## src/rtl/cpu_ctrl_fsm_pkg.sv

```systemverilog
// Shared definitions for the multicycle CPU control unit: opcodes, FSM states,
// instruction field positions and small decode helpers.
package cpu_pkg;

    localparam int REG_AW = 3;

    localparam logic [2:0] OP_HALT = 3'd0;
    localparam logic [2:0] OP_LI   = 3'd1;
    localparam logic [2:0] OP_BEQ  = 3'd2;
    localparam logic [2:0] OP_BLT  = 3'd3;
    localparam logic [2:0] OP_ADD  = 3'd4;
    localparam logic [2:0] OP_SUB  = 3'd5;
    localparam logic [2:0] OP_AND  = 3'd6;
    localparam logic [2:0] OP_OR   = 3'd7;

    localparam int OPC_MSB = 31;
    localparam int RD_MSB  = 28;
    localparam int RS1_MSB = 25;
    localparam int RS2_MSB = 22;
    localparam int IMM_W   = 20;

    typedef enum logic [2:0] {
        ST_IDLE,
        ST_FETCH,
        ST_DECODE,
        ST_EXECUTE,
        ST_WRITEBACK,
        ST_HALT
    } state_t;

    function automatic logic writes_reg(input logic [2:0] op);
        return (op == OP_LI) || (op >= OP_ADD);
    endfunction

    function automatic logic is_branch(input logic [2:0] op);
        return (op == OP_BEQ) || (op == OP_BLT);
    endfunction

endpackage

```

## src/rtl/cpu_ctrl_fsm_if.sv

```systemverilog
// Instruction-memory and ALU connections of the CPU control unit.
// master = control unit (fetch initiator, ALU driver); slave = memory + ALU side.
interface cpu_ctrl_fsm_if #(
    parameter int PC_W = 16
);
    logic            imem_req;
    logic [PC_W-1:0] imem_addr;
    logic            imem_ack;
    logic [31:0]     imem_rdata;
    logic [31:0]     alu_ip_0;
    logic [31:0]     alu_ip_1;
    logic [2:0]      alu_opcode;
    logic [31:0]     alu_op_0;
    logic            alu_change_pc;

    modport master (
        output imem_req, imem_addr, alu_ip_0, alu_ip_1, alu_opcode,
        input  imem_ack, imem_rdata, alu_op_0, alu_change_pc
    );

    modport slave (
        input  imem_req, imem_addr, alu_ip_0, alu_ip_1, alu_opcode,
        output imem_ack, imem_rdata, alu_op_0, alu_change_pc
    );
endinterface

```

## src/rtl/cpu_ctrl_fsm_regfile.sv

```systemverilog
// 8x32 register file: two combinational read ports, one synchronous write port,
// R0 reads as zero and ignores writes.
module cpu_regfile
    import cpu_pkg::*;
#(
    parameter int NREGS = 8
) (
    input  logic              clk,
    input  logic              rst_n,
    input  logic [REG_AW-1:0] rd_addr_0,
    input  logic [REG_AW-1:0] rd_addr_1,
    output logic [31:0]       rd_data_0,
    output logic [31:0]       rd_data_1,
    input  logic              wr_en,
    input  logic [REG_AW-1:0] wr_addr,
    input  logic [31:0]       wr_data
);

    logic [31:0] regs [NREGS];

    always_ff @(posedge clk or negedge rst_n) begin
        if (!rst_n) begin
            for (int i = 0; i < NREGS; i++) begin
                regs[i] <= '0;
            end
        end else if (wr_en && (wr_addr != '0)) begin
            regs[wr_addr] <= wr_data;
        end
    end

    assign rd_data_0 = (rd_addr_0 == '0) ? '0 : regs[rd_addr_0];
    assign rd_data_1 = (rd_addr_1 == '0) ? '0 : regs[rd_addr_1];

endmodule

```

## src/rtl/cpu_ctrl_fsm.sv

```systemverilog
// Multicycle control unit: FETCH -> DECODE -> EXECUTE -> WRITEBACK per instruction.
// Optional retired-instruction counter enabled by defining CPU_CTRL_PERF_CNT_EN.
module cpu_ctrl_fsm
    import cpu_pkg::*;
#(
    parameter int              PC_W     = 16,
    parameter logic [PC_W-1:0] RESET_PC = '0,
    parameter int              NREGS    = 8
) (
    input  logic                  clk,
    input  logic                  rst_n,
    cpu_ctrl_fsm_if.master        bus,
    output logic                  halted
`ifdef CPU_CTRL_PERF_CNT_EN
    ,
    output logic [31:0]           retired_cnt
`endif
);

    state_t            state;
    state_t            state_next;
    logic [PC_W-1:0]   pc;
    logic [31:0]       instr;
    logic [31:0]       result_q;
    logic              flag_q;

    logic [2:0]        opcode;
    logic [REG_AW-1:0] rd;
    logic [REG_AW-1:0] rs1;
    logic [REG_AW-1:0] rs2;
    logic [IMM_W-1:0]  imm;
    logic [31:0]       imm_sext;
    logic [31:0]       rs1_data;
    logic [31:0]       rs2_data;
    logic              reg_we;

    assign opcode   = instr[OPC_MSB -: 3];
    assign rd       = instr[RD_MSB -: REG_AW];
    assign rs1      = instr[RS1_MSB -: REG_AW];
    assign rs2      = instr[RS2_MSB -: REG_AW];
    assign imm      = instr[IMM_W-1:0];
    assign imm_sext = {{(32-IMM_W){imm[IMM_W-1]}}, imm};

    assign bus.imem_addr = pc;
    assign reg_we        = (state == ST_WRITEBACK) && writes_reg(opcode);

    cpu_regfile #(.NREGS(NREGS)) u_regfile (
        .clk       (clk),
        .rst_n     (rst_n),
        .rd_addr_0 (rs1),
        .rd_addr_1 (rs2),
        .rd_data_0 (rs1_data),
        .rd_data_1 (rs2_data),
        .wr_en     (reg_we),
        .wr_addr   (rd),
        .wr_data   (result_q)
    );

    always_ff @(posedge clk or negedge rst_n) begin
        if (!rst_n) begin
            state <= ST_IDLE;
        end else begin
            state <= state_next;
        end
    end

    // imem_req and halted depend on state alone so a stalled fetch holds them steady
    always_comb begin
        state_next   = state;
        bus.imem_req = 1'b0;
        halted       = 1'b0;
        unique case (state)
            ST_IDLE:      state_next = ST_FETCH;
            ST_FETCH: begin
                bus.imem_req = 1'b1;
                if (bus.imem_ack) begin
                    state_next = ST_DECODE;
                end
            end
            ST_DECODE:    state_next = (opcode == OP_HALT) ? ST_HALT : ST_EXECUTE;
            ST_EXECUTE:   state_next = ST_WRITEBACK;
            ST_WRITEBACK: state_next = ST_FETCH;
            ST_HALT:      halted     = 1'b1;
            default:      state_next = ST_IDLE;
        endcase
    end

    always_ff @(posedge clk or negedge rst_n) begin
        if (!rst_n) begin
            pc             <= RESET_PC;
            instr          <= '0;
            result_q       <= '0;
            flag_q         <= 1'b0;
            bus.alu_ip_0   <= '0;
            bus.alu_ip_1   <= '0;
            bus.alu_opcode <= '0;
        end else begin
            unique case (state)
                ST_FETCH: begin
                    if (bus.imem_ack) begin
                        instr <= bus.imem_rdata;
                    end
                end
                ST_DECODE: begin
                    bus.alu_opcode <= opcode;
                    if (opcode == OP_LI) begin
                        bus.alu_ip_0 <= {{(32-IMM_W){1'b0}}, imm};
                        bus.alu_ip_1 <= '0;
                    end else begin
                        bus.alu_ip_0 <= rs1_data;
                        bus.alu_ip_1 <= rs2_data;
                    end
                end
                ST_EXECUTE: begin
                    result_q <= bus.alu_op_0;
                    flag_q   <= bus.alu_change_pc;
                end
                ST_WRITEBACK: begin
                    // offsets are truncated to PC width so branches wrap like PC+1 does
                    if (is_branch(opcode) && flag_q) begin
                        pc <= pc + imm_sext[PC_W-1:0];
                    end else begin
                        pc <= pc + PC_W'(1);
                    end
                end
                default: ;
            endcase
        end
    end

`ifdef CPU_CTRL_PERF_CNT_EN
    always_ff @(posedge clk or negedge rst_n) begin
        if (!rst_n) begin
            retired_cnt <= '0;
        end else if (state == ST_WRITEBACK) begin
            retired_cnt <= retired_cnt + 32'd1;
        end
    end
`endif

endmodule

```

## src/flat_wrapper.sv

```systemverilog
// flat-port wrapper written by rule: the top's interface ports become plain ports
module cpu_ctrl_fsm_flat import cpu_pkg::*;
#(
    parameter int              PC_W     = 16,
    parameter logic [PC_W-1:0] RESET_PC = '0,
    parameter int              NREGS    = 8
)
  (clk, rst_n, halted, bus_imem_req, bus_imem_addr, bus_alu_ip_0, bus_alu_ip_1, bus_alu_opcode, bus_imem_ack, bus_imem_rdata, bus_alu_op_0, bus_alu_change_pc);
  cpu_ctrl_fsm_if #(.PC_W(PC_W)) bus_i ();
  input  logic clk;
  input  logic rst_n;
  output logic halted;
  output wire logic [$bits(bus_i.imem_req)-1:0] bus_imem_req;
  output wire logic [$bits(bus_i.imem_addr)-1:0] bus_imem_addr;
  output wire logic [$bits(bus_i.alu_ip_0)-1:0] bus_alu_ip_0;
  output wire logic [$bits(bus_i.alu_ip_1)-1:0] bus_alu_ip_1;
  output wire logic [$bits(bus_i.alu_opcode)-1:0] bus_alu_opcode;
  input wire logic [$bits(bus_i.imem_ack)-1:0] bus_imem_ack;
  input wire logic [$bits(bus_i.imem_rdata)-1:0] bus_imem_rdata;
  input wire logic [$bits(bus_i.alu_op_0)-1:0] bus_alu_op_0;
  input wire logic [$bits(bus_i.alu_change_pc)-1:0] bus_alu_change_pc;
  assign bus_imem_req = bus_i.imem_req;
  assign bus_imem_addr = bus_i.imem_addr;
  assign bus_alu_ip_0 = bus_i.alu_ip_0;
  assign bus_alu_ip_1 = bus_i.alu_ip_1;
  assign bus_alu_opcode = bus_i.alu_opcode;
  assign bus_i.imem_ack = bus_imem_ack;
  assign bus_i.imem_rdata = bus_imem_rdata;
  assign bus_i.alu_op_0 = bus_alu_op_0;
  assign bus_i.alu_change_pc = bus_alu_change_pc;
  cpu_ctrl_fsm #(.PC_W(PC_W), .RESET_PC(RESET_PC), .NREGS(NREGS)) u_core (.clk(clk), .rst_n(rst_n), .bus(bus_i), .halted(halted));
endmodule
```

## config.mk

```make
export PLATFORM = sky130hd
export DESIGN_NAME = cpu_ctrl_fsm_flat
export DESIGN_NICKNAME = d
export VERILOG_FILES = /design/src/rtl/cpu_ctrl_fsm_pkg.sv /design/src/rtl/cpu_ctrl_fsm_if.sv /design/src/rtl/cpu_ctrl_fsm_regfile.sv /design/src/rtl/cpu_ctrl_fsm.sv /design/src/flat_wrapper.sv
export SDC_FILE = /design/constraint.sdc
export NUM_CORES = 1
export LEC_CHECK = 0
export BUFFER_PORTS_ARGS = -buffer_cell sky130_fd_sc_hd__buf_2
export CORE_UTILIZATION = 40
export CTS_CLUSTER_DIAMETER = 100
export DETAILED_ROUTE_END_ITERATION = 10
export GPL_ROUTABILITY_DRIVEN = 1
export PLACE_DENSITY_LB_ADDON = 0.12
export SLEW_MARGIN = 20
export SYNTH_ARGS = -nofsm -noshare
export SYNTH_HDL_FRONTEND = slang
export SYNTH_SLANG_ARGS = --single-unit
```

## constraint.sdc

```tcl
create_clock -name clk -period 5.1 [get_ports clk]
set_clock_uncertainty 0.2 [all_clocks]
set_input_delay 0.51 -clock clk [delete_from_list [all_inputs] [get_ports clk]]
set_output_delay 0.51 -clock clk [all_outputs]
set_load 0.05 [all_outputs]
```

-- Word-level counts from Yosys, hierarchy flattened
Cells that the tools add are included.
W data, S select, Z words.
- bits in registers: 407
- output and inout bits: 85
- word-level logic and storage cells: 69
- add/sub/neg operators: 2
- order comparisons: 5
- eq/ne operators: 9
- muxes and demuxes: 19
- bitwise operators: 4
- reduce and logical (&&, ||, !) cells: 14
- operator list (kind ; count):
    $mux W32 ; 9
    $bwmux W256 ; 1
    $bmux W32 S3 ; 2
    $demux W32 S3 ; 1
    $add A16 B1 Y16 const B ; 1
    $add A16 B16 Y16 ; 1
    $mux W16 ; 1
    $pmux W3 S5 ; 1
    $eq A3 B2 Y1 const B ; 4
    $ge A4 B4 Y1 const B ; 3
    $logic_not A3 Y1 ; 4
    $not A3 Y4 ; 3
    $eq A3 B1 Y1 const B ; 2
    $eq A3 B3 Y1 const B ; 2
    $mux W3 ; 2
    $logic_and A1 B1 Y1 ; 4
    $lt A4 B1 Y1 const B ; 1
    $reduce_and A2 Y1 ; 2
    $ge A3 B3 Y1 const B ; 1
    $reduce_bool A3 Y1 ; 1
    $logic_or A1 B1 Y1 ; 2
    $mux W1 ; 2
    $ne A2 B2 Y1 const B ; 1
    $reduce_or A2 Y1 ; 1
    $not A1 Y1 ; 1

-- Logic depth before layout (Yosys ltp)
- depth after elaboration: 6
- mapped depth: 12
- gate-level depth less buffers: 11

-- Modules after synthesis
Synthesis repeated with hierarchy kept, for this count alone.
- cells, all modules: 1402
- area, all modules: 18904.4 sq um
- by module, submodules not included (module ; instances ; cells each ; area each (sq um)):
    cpu_regfile ; 1 ; 876 ; 12291.8
    cpu_ctrl_fsm ; 1 ; 526 ; 6612.6

-- Worst setup path before layout
No wires, ideal clock.
- kind: flip-flop to flip-flop
- from: register u_core.state[2]
- to: register u_core.instr[10]
- setup time: 125 ps
- arrival: 2640 ps
- data required time: 4775 ps
- setup slack: 2135 ps
- stages on the path, launching flop included: 7
- buffers on the path: 3
- path through: dfrtp_1 buf_2 nor3b_1 and2_1 buf_2 buf_2 mux2_2
- longest elaborated chain between the ends: 2
- ends and longest elaborated chain (element ; RTL line ; text):
    start: declaration ; cpu_ctrl_fsm.sv:20 ; state_t state;
    start signal: assignment ; cpu_ctrl_fsm.sv:63 ; state <= state_next;
    $eq A3 B1 Y1 ; cpu_ctrl_fsm.sv:98 ; unique case (state)
    $reduce_and A2 Y1 (no line) ; n/a ;
    end signal: assignment ; cpu_ctrl_fsm.sv:101 ; instr <= bus.imem_rdata;
    end: declaration ; cpu_ctrl_fsm.sv:23 ; logic [31:0] instr;
No other way between the ends.
A chain may end at the register's enable or synchronous reset.

-- Worst setup path after layout
- from: register u_core.instr[31]
- to: register u_core.pc[10] (netlist: u_core.bus.imem_addr[10])
- longest elaborated chain between the ends: 4
- ends and longest elaborated chain (element ; RTL line ; text):
    $eq A3 B2 Y1 ; cpu_ctrl_fsm_pkg.sv:36 ; return (op == OP_BEQ) || (op == OP_BLT);
    $logic_or A1 B1 Y1 * ; cpu_ctrl_fsm_pkg.sv:36 ;
    $logic_and A1 B1 Y1 * ; cpu_ctrl_fsm.sv:120 ; if (is_branch(opcode) && flag_q) begin
    $mux W16 * ; cpu_ctrl_fsm.sv:120 ;
    end signal: assignment ; cpu_ctrl_fsm.sv:121 ; pc <= pc + imm_sext[PC_W-1:0];
    end signal: assignment ; cpu_ctrl_fsm.sv:123 ; pc <= pc + PC_W'(1);
    end: declaration ; cpu_ctrl_fsm.sv:22 ; logic [PC_W-1:0] pc;
Every way passes the cells marked *; elsewhere a longest branch is shown, timed or not.

==> metrics.md <==
| Metric | Value |
|---|---|
| Status | completed |
| Fmax | 320 MHz |
| Total CTS buffers | 43 |
| Post-CTS Resized | 0 |
| Reg2Reg Launch Point | u_core.instr[31]$_DFFE_PN0P_ |
| Worst hold stages | 2 |
| Post-synth top cells | dfrtp_1, mux2_2, nand2_1 |
| Area contributors post-synth | dfrtp_1, mux2_2, mux4_2 |
| Detailed Route WL | 52300 µm |
| Iter 0 DRT Violations | 970 |
| Worst setup SP type | flop |
| Worst-skew pair later-pin latency | between 0.5 and 0.6 ns |
| Area of the multi-input gates | 8730 µm² |
| Critical Path Source | u_core.instr[31]$_DFFE_PN0P_ |
| Vias | 12800 |
| Syn Std Cell Area | approximately 19000 µm² |
| Cell variety after synth | 64 |
| CP Data Required Time | 5.39 ns |
| Register area | 9400 µm² |
| Die area | 48000 µm² |
| DRT antenna net count | 0 |
| Maxcap violations | 0 |
| CP Class | reg -> reg |
| Synth Net Count | 1552 |
| # setup viols final | 0 |
| Power density cells | 665 nW/µm² |
| Hold_sp | bus_imem_rdata[22] |
| RSZ-0062 raised after global routing | no |
| Worst Path Arrival | 3.42 ns |
| Post-layout minimum cycle time | 3.12 ns |
| VDD IR max | 0.477 mV |
| Area Overhead vs Synth | 16.2% |
| CP Capture Type | flop |
| Synth Register Bits | between 300 and 400 |
| Core area | 46600 µm² |
| Max-slew headroom | around 27% |
| Final layout net count | 1722 |
| Number of flops mapped to enable cells by yosys | 0 |
| Final period utilization | ~61% |
| H-tree Lvls | 2 |
| CTS tree | built |
| Overall die height | 219 µm |
| Initial antenna violation count | 3 |
| GR Overflow Total | 0 |
| Die width | 219 µm |
| Mean Syn Cell Area | between 10 and 15 µm² |
| DR vias/cell | between 5 and 6 |
| CTS root buffer | clkbuf_16 |
| Final hold slack | 0.0850 ns |
| Routed len/inst | 23.0 µm |
| First-pass DRT Iterations | 5 |
| Residual DRC | 0 |
| Share of the synthesized area in the top cell type | 49.8% |
| Sequential area share after synthesis | between 40% and 50% |
| Reg2Reg Depth | 11 |
| Filler cells | 4216 |
| Setup TNS Final | 0 ns |
| Reg clk slew, reported paths | 0.06 ns |
| Max Transition Viols Final | 0 |
| Count leader, synth | dfrtp_1 |
| Fraction of layout cells with a size suffix above 1 | 38.1% |
| Placed cells | 2135 |
| CP max FO | 17 |
| Asr flop ratio synth | 100% |
| Initial core utilization | 40.5% |
| Dpl hpwl | between 30000 and 40000 µm |
| Worst hold path class | in -> reg |
| Most common flop cell mapped by yosys | dfrtp_1 |
| Clock Path Buffers | 3 |
| I/O Buffers | 152 |
| CTS sink cnt | 375 |
| Row cnt | 79 |
| Biggest area consumer among synthesized cells | dfrtp_1 |
| Worst-margin pin slew | 1.09 ns |
| Io pins | approximately 150 |
| Lkg Pwr | just over 10 nW |
| Yosys warnings | 0 |
| Non-Filler Instances | 2273 |
| Post-Synthesis Cells | 1468 |
| Vias in the first global route | 12900 |
| Largest net degree at the start of global routing | 115 |
| Fin. Hold Viols | 0 |
| First-pass GRT wire length | 80300 µm |
| GRT Resource Usage Total | 22.2% |
| GP Congestion | around 0.8 |
==> final timing paths <==
| check | endpoint | slack [ns] |
|---|---|---|
| worst max-delay path | u_core.bus.imem_addr[10]$_DFFE_PN0P_ | 1.98 |
| worst min-delay path | u_core.instr[22]$_DFFE_PN0P_ | 0.08 |
| worst max register to register | u_core.bus.imem_addr[10]$_DFFE_PN0P_ | 1.98 |
| worst min register to register | u_core.bus.alu_ip_1[31]$_DFFE_PN0N_ | 0.27 |
| max in group asynchronous | u_core.instr[20]$_DFFE_PN0P_ | 3.17 |
| min in group asynchronous | u_core.bus.alu_ip_0[6]$_DFFE_PN0N_ | 0.40 |
==> report_power, final <==
part	internal [mW]	leakage [nW]	switching (mW)	total, mW
logic	2.54	4.71	3.46	6.00
registers	4.19	4.93	1.34	5.52
clock network	1.80	0.665	1.23	3.02
total	8.52	10.3	6.03	14.6
==> flip-flops by register name, summed over array words and instances, names as in the netlist <==
| name | flops |
|---|---|
| u_core.bus.alu_ip_1 | 32 |
| u_core.bus.alu_ip_0 | 32 |
| u_core.u_regfile.regs | 224 |
| u_core.result_q | 32 |
| u_core.bus.alu_opcode | 3 |
| u_core.instr | 32 |
| u_core.flag_q | 1 |
| u_core.state | 3 |
| u_core.bus.imem_addr | 16 |
==> per-stage QoR <==
step                cell area, µm²  power (mW)  util, %  setup WS (ns)
floorplan                    18900        9.71        -           2.14
global placement             19900        11.4     42.7           1.99
detailed placement           19900        11.5     42.7           1.97
CTS                          21900        14.7     47.0           1.95
global route                 21900        15.4     47.0           1.72
finish                       21900        14.6     47.0           1.98
==> cell usage in the layout, fill, tap and decap left out, drive strengths merged, types with 2 or more instances in the layout <==
| cell type | count |
|---|---|
| a221oi | 69 |
| dfrtp | 375 |
| nor2 | 32 |
| xnor2 | 6 |
| nand2 | 120 |
| clkinv | 2 |
| nand3 | 4 |
| and2 | 18 |
| nand4b | 3 |
| mux2 | 354 |
| buf | 175 |
| mux4 | 39 |
| mux2i | 54 |
| nand3b | 3 |
| nand2b | 3 |
| and3 | 5 |
| o21a | 2 |
| o21ai | 125 |
| nand4 | 2 |
| o21bai | 4 |
| a211oi | 3 |
| a22oi | 18 |
| nor2b | 26 |
| o31ai | 3 |
| inv | 5 |
| nor3 | 3 |
| ha | 15 |
| nor3b | 3 |
| clkbuf | 69 |
| xor2 | 4 |
| a21oi | 37 |
| a21o | 3 |
| dlygate4sd3 | 65 |
==> kinds of logic (layout without fill, tap and decap cells) <==
family / Yosys count / in the layout / share of synthesized area (%)
adder cells (fa/ha/maj): 16 / 16 / 1.10
other: 0 / 1 / 0
AO/OA/AOI/OAI: 273 / 273 / 9.35
buffers and inverters: 120 / 317 / 4.06
multiplexers: 447 / 447 / 29.3
flip-flops: 375 / 375 / 49.8
AND/OR/NAND/NOR: 227 / 227 / 5.97
XOR/XNOR: 10 / 10 / 0.465
==> worst max-delay path, stage by stage (launching register included) <==
cell and delay [ns]:
dfrtp_1 0.46, and3b_1 0.39, nand2b_1 0.15, ha_1 0.18
inv_1 0.06, fa_1 0.42, nor2b_1 0.17, o21bai_1 0.12
a211oi_1 0.31, o21ai_0 0.16, or3_1 0.33, nand3_1 0.08
==> final cells by class <==
cell class / count / share of cell area (%)
sequential: 375 / 42.9
multi-input combinational: 973 / 39.9
timing repair buffer: 240 / 7.45
clock buffer: 69 / 6.01
tap: 607 / 3.47
clock inverter: 3 / 0.183
inverter: 5 / 0.0971
antenna: 1 / 0.0114
==> repair_timing <==
| item | in CTS | in global routing |
|---|---|---|
| hold buffers | 65 | 0 |
| buffers inserted | 0 | 0 |
| hold endpoints to repair | 175 | 0 |
==> layer usage <==
layer  part of all wire (%)  track usage (%)  up-vias
li1                       -                -     5755
met1                     48             32.0     6679
met2                     46             34.3      312
met3                    4.7             3.35       78
met4                    2.0             6.64        2
met5                  0.025                0        -
No activity file was read; power rests on OpenSTA's default activity.
